--- src/rtl/ioctl_pkg.sv ---
// Shared types and widths for the ioctl download loader.
package ioctl_pkg;

    localparam int unsigned ADDR_W  = 25;
    localparam int unsigned DATA_W  = 8;
    localparam int unsigned INDEX_W = 8;
    localparam int unsigned DLY_W   = 16;

    typedef enum logic [2:0] {
        ST_IDLE,
        ST_LEAD,
        ST_FETCH,
        ST_WRITE,
        ST_GAP,
        ST_TAIL
    } state_e;

    // Address/data pair presented on the ioctl write port.
    typedef struct packed {
        logic [ADDR_W-1:0] addr;
        logic [DATA_W-1:0] data;
    } beat_t;

endpackage

--- src/rtl/loader_delay_cnt.sv ---
// Loadable down-counter that times the LEAD, GAP and TAIL phases of the loader.
module loader_delay_cnt
    import ioctl_pkg::*;
(
    input  logic             clk_sys,
    input  logic             reset,
    input  logic             load,
    input  logic [DLY_W-1:0] load_val,
    output logic             expired_c
);

    logic [DLY_W-1:0] cnt_q;
    logic [DLY_W-1:0] cnt_d;

    // Saturates at zero so a phase can be stretched without reloading.
    always_comb begin
        cnt_d = cnt_q;
        if (load) begin
            cnt_d = load_val;
        end else if (cnt_q != '0) begin
            cnt_d = cnt_q - DLY_W'(1);
        end
    end

    always_ff @(posedge clk_sys or posedge reset) begin
        if (reset) begin
            cnt_q <= '0;
        end else begin
            cnt_q <= cnt_d;
        end
    end

    assign expired_c = (cnt_q == '0);

endmodule

--- src/rtl/ioctl_loader.sv ---
// Streams a counted block of source bytes onto an ioctl download port,
// framing it with lead/tail windows and a minimum gap between writes.
module ioctl_loader
    import ioctl_pkg::*;
#(
    parameter int unsigned LEAD_CYC = 4,
    parameter int unsigned GAP_CYC  = 3,
    parameter int unsigned TAIL_CYC = 4
) (
    input  logic               clk_sys,
    input  logic               reset,
    input  logic               start,
    input  logic [INDEX_W-1:0] index_in,
    input  logic [ADDR_W-1:0]  length,
    input  logic               src_valid,
    input  logic [DATA_W-1:0]  src_data,
    output logic               src_ready,
    output logic               ioctl_download,
    output logic [INDEX_W-1:0] ioctl_index,
    output logic               ioctl_wr,
    output logic [ADDR_W-1:0]  ioctl_addr,
    output logic [DATA_W-1:0]  ioctl_dout,
    input  logic               ioctl_wait,
    output logic               busy,
    output logic               done
);

    state_e               state_q, state_d;
    logic [ADDR_W-1:0]    len_q, len_d;
    logic [ADDR_W-1:0]    cnt_q, cnt_d;
    logic [INDEX_W-1:0]   index_q, index_d;
    beat_t                beat_q, beat_d;
    logic                 download_q, download_d;
    logic                 wr_q, wr_d;
    logic                 dly_load;
    logic [DLY_W-1:0]     dly_val;
    logic                 dly_expired;

    loader_delay_cnt u_delay (
        .clk_sys   (clk_sys),
        .reset     (reset),
        .load      (dly_load),
        .load_val  (dly_val),
        .expired_c (dly_expired)
    );

    always_comb begin
        state_d   = state_q;
        len_d     = len_q;
        cnt_d     = cnt_q;
        index_d   = index_q;
        beat_d    = beat_q;
        dly_load  = 1'b0;
        dly_val   = '0;
        src_ready = 1'b0;
        done      = 1'b0;

        case (state_q)
            ST_IDLE: begin
                if (start) begin
                    state_d  = ST_LEAD;
                    len_d    = length;
                    index_d  = index_in;
                    cnt_d    = '0;
                    dly_load = 1'b1;
                    dly_val  = DLY_W'(LEAD_CYC - 1);
                end
            end
            ST_LEAD: begin
                if (dly_expired) begin
                    if (len_q == '0) begin
                        state_d  = ST_TAIL;
                        dly_load = 1'b1;
                        dly_val  = DLY_W'(TAIL_CYC - 1);
                    end else begin
                        state_d = ST_FETCH;
                    end
                end
            end
            ST_FETCH: begin
                src_ready = ~ioctl_wait;
                if (src_valid && !ioctl_wait) begin
                    beat_d  = '{addr: cnt_q, data: src_data};
                    state_d = ST_WRITE;
                end
            end
            ST_WRITE: begin
                state_d  = ST_GAP;
                dly_load = 1'b1;
                dly_val  = DLY_W'(GAP_CYC - 1);
            end
            // Gap is held open while the receiver back-pressures.
            ST_GAP: begin
                if (dly_expired && !ioctl_wait) begin
                    cnt_d = cnt_q + ADDR_W'(1);
                    if (cnt_d == len_q) begin
                        state_d  = ST_TAIL;
                        dly_load = 1'b1;
                        dly_val  = DLY_W'(TAIL_CYC - 1);
                    end else begin
                        state_d = ST_FETCH;
                    end
                end
            end
            ST_TAIL: begin
                if (dly_expired) begin
                    done    = 1'b1;
                    state_d = ST_IDLE;
                end
            end
            default: state_d = ST_IDLE;
        endcase

        download_d = (state_d != ST_IDLE);
        wr_d       = (state_d == ST_WRITE);
    end

    always_ff @(posedge clk_sys or posedge reset) begin
        if (reset) begin
            state_q    <= ST_IDLE;
            len_q      <= '0;
            cnt_q      <= '0;
            index_q    <= '0;
            beat_q     <= '0;
            download_q <= 1'b0;
            wr_q       <= 1'b0;
        end else begin
            state_q    <= state_d;
            len_q      <= len_d;
            cnt_q      <= cnt_d;
            index_q    <= index_d;
            beat_q     <= beat_d;
            download_q <= download_d;
            wr_q       <= wr_d;
        end
    end

    assign ioctl_download = download_q;
    assign busy           = download_q;
    assign ioctl_wr       = wr_q;
    assign ioctl_index    = index_q;
    assign ioctl_addr     = beat_q.addr;
    assign ioctl_dout     = beat_q.data;

endmodule

--- config.mk ---
export PLATFORM = sky130hd
export DESIGN_NAME = ioctl_loader
export DESIGN_NICKNAME = d
export VERILOG_FILES = /design/src/rtl/ioctl_pkg.sv /design/src/rtl/loader_delay_cnt.sv /design/src/rtl/ioctl_loader.sv
export SDC_FILE = /design/constraint.sdc
export NUM_CORES = 1
export LEC_CHECK = 0
export BUFFER_PORTS_ARGS = -buffer_cell sky130_fd_sc_hd__buf_2
export CAP_MARGIN = 15
export CORE_MARGIN = 2
export CORE_UTILIZATION = 61
export CTS_BUF_LIST = sky130_fd_sc_hd__clkbuf_16
export CTS_CLUSTER_SIZE = 30
export DETAILED_ROUTE_END_ITERATION = 10
export PLACE_DENSITY = 0.91
export SKIP_CTS_REPAIR_TIMING = 1
export SYNTH_ARGS = -nofsm -noshare
export SYNTH_HDL_FRONTEND = slang
export SYNTH_SLANG_ARGS = --single-unit
--- constraint.sdc ---
create_clock -name clk_sys -period 6.5 [get_ports clk_sys]
set_input_delay 0.65 -clock clk_sys [delete_from_list [all_inputs] [get_ports clk_sys]]
set_output_delay 0.65 -clock clk_sys [all_outputs]
set_load 0.005 [all_outputs]
==> impl_metrics.toml <==
[run_status]
outcome = "complete, no violations"

[die]
initial_core_util = 0.622
rows = 35
die_w_um = 101
ioPinCount = 92
die_y_um = 101
coreArea_um2 = 9150
die_area_um2 = 10100

[power]
pwr-share-seq = 0.461
power_leakage_nw = 3.10
peakVddDrop_mv = 0.219
p_sw_frac = 0.339
powerDensity_nw_per_um2 = 350
power_mw = 2.27
power.net_switching_mw = 0.771
pwr-share-clk = 0.252
pwr-share-comb = 0.287
power.internal_mw = 1.50

[logic_synthesis]
syn_nets = 654
synth_seq_cells = 112
synth-xor-area-share = 0.0647
ys_seq_area_frac = 0.493
ys_types = 54
avgSynthCellArea_um2 = 9.40
synth_fa_ha_area_frac = 0.00660
async_reset_ff_frac = 1.00
synth_area_leaders = "dfrtp_1 (49%), nand2_1 (8.5%), mux2_2 (6.7%), xnor2_1 (4.5%), o21ai_0 (3.7%)"
synth_largest_area_cell = "dfrtp_1"
synth_compound_area_frac = 0.0919
syn_area_um2 = 5690
yosys_warnings = 0
synthCells = 605
synth_top_area_share = 0.493
yosys_most_used_dff = "dfrtp_1"
synth_top_family_by_area = "simple AND/OR/NAND/NOR gates"
synth-simple-area-share = 0.243
synth_edf_count = 0
yosys-mux-area-fraction = 0.0708

[route]
via_per_inst = 6.20
drt_wl_total_um = 13900
vias = 4919
routedWlPerCell_um = 17.5
drt-pass1-iter-count = 5
ant_nets = 0
route.detailed.drc = 0
drt_iter0_drc = 476

[global_routing]
grt_pass1_vias = 4684
grt_start_max_net_pins = 60
grt_overflow = 0
antenna_found_initial = 0
grt_pass1_wl_um = 22500
globalRouteTotalUtil = 0.283

[sta]
fin_setup_tns_ps = 0
tightest_slew_ps = 1070
period_needed_ps = 3180
hold_violations = 0
fin_skew_ps = 13.8
finalMaxSlewViolations = 0
rsz0062_at_grt = "no"
maxSlewHeadroom = 0.285
holdWs_ps = 398
setup_viol = 0
fin_crit_sh = 0.489
clock.fmax_mhz = 315

[critical_path]
cp-start-kind = "register"
end_kind = "register"
crit_type = "reg2reg"
crit_required_ps = 6750
arrival_ps = 3420
cp_max_fo = 8

[cells_and_area]
diodes = 0
postLayoutCellArea_um2 = 6500
layout.cells.non_filler = 793
syn2layout_area_growth_pct = 14.2
final_common_cell = "nand2_1"
fin_nets = 726
drive_gt1_frac = 0.235
mostFrequentLayoutCells = "nand2_1 (129), dfrtp_1 (112), buf_2 (91)"

[place]
hpwl_um = 9540
io_buffers = 91
place_inst = 776
gp_congestion = 1.02
placed_area_um2 = 6180

[clocking]
htreeDepth = 3
cts.sinks = 112
numCtsBuffers = 9
path_clk_slew_ps = 80
cts_root_buf = "clkbuf_16"
cts_buffer_depth = 2
tritoncts = "built"
worstSkewPairLatency_ps = 350

[flow_run]
maxCapViolCount = 0

[min_path]
hp-class = "in2async"
worst max-delay path, stage by stage, from the launching register on:
cell	delay [ps]
dfrtp_1	490
ha_1	300
nand3_1	280
or4_4	530
or4_1	540
a221o_1	350
nor4_2	270
nand2_1	120
a21o_1	190
power groups by stage:
stage	Sequential, mW	Clock (mW)	Combinational (mW)
2_1_floorplan	0.991	0	0.504
6_report	1.05	0.573	0.653
3_5_place_dp	1.05	0	0.639
3_3_place_gp	1.04	0	0.601
5_1_grt	1.07	0.603	0.714
4_1_cts	1.04	0.577	0.646
synth_stat cells, drive strengths merged (2+ instances only):
library cell and n:
nand2 129, dfrtp 112, o21ai 43, nor2 41, mux2 34, xnor2 29, nand3 26, clkbuf 24
nor4 16, a21oi 15, xor2 13, buf 11, nor3 10, o31ai 10, or3 10, and2 8
inv 8, nand4 7, and3 6, or4 6, a31oi 5, nand2b 4, o22ai 4, and4 3
ha 3, nor4b 3, a21o 2, mux2i 2, nand3b 2, nand4b 2, nor2b 2, o311ai 2
metrics by stage:
| step | worst slack [ps] | utilization |
|---|---|---|
| final | 3320 | 0.710 |
| after global routing | 3100 | 0.710 |
| after CTS | 3360 | 0.709 |
| after detailed placement | 3350 | 0.675 |
| after global placement | 3530 | 0.675 |
| after floorplan | 2890 | - |
final timing paths:
path / from / endpoint / slack [ps] / cells past startpoint
worst max-delay path: cnt_q[0] / state_q[1] / 3320 / 8
worst min-delay path: reset / ioctl_addr[9] / 400 / 2
worst max register to register: cnt_q[0] / state_q[1] / 3320 / 8
worst min register to register: ioctl_addr[21] / ioctl_addr[21] / 470 / 2
max in group asynchronous: reset / state_q[2] / 4940 / 3
min in group clk_sys: ioctl_addr[21] / ioctl_addr[21] / 470 / 2
cell type report:
cell class / instances / area (um2)
sequential: 112 / 2800
multi-input combinational: 450 / 2720
fill: 621 / 2650
timing repair buffer: 96 / 493
clock buffer: 9 / 225
tap: 111 / 139
clock inverter: 7 / 86.3
inverter: 8 / 32.5
flip-flops by register name, summed over array words and instances, names as in the netlist:
signal and cells:
cnt_q 25, ioctl_addr 25, len_q 25, u_delay.cnt_q 16, ioctl_dout 8, ioctl_index 8
state_q 3, busy 1, ioctl_wr 1
logic make-up after synthesis:
family / count (synthesis)
and+or+nand+nor: 280
DFF: 112
AOI/OAI and AO/OA: 89
buffers and inverters: 43
xor gates and xnor gates: 42
muxes: 36
adders and majority gates: 3
per-layer routing:
metal | share of wire | GRT usage | up-vias
li1 | - | - | 2248
met3 | 0.064 | 0.0402 | 62
met4 | 0.040 | 0.130 | 0
met1 | 0.41 | 0.385 | 2374
met5 | 0 | 0 | -
met2 | 0.49 | 0.453 | 235
(Power assumes the default switching activity.)
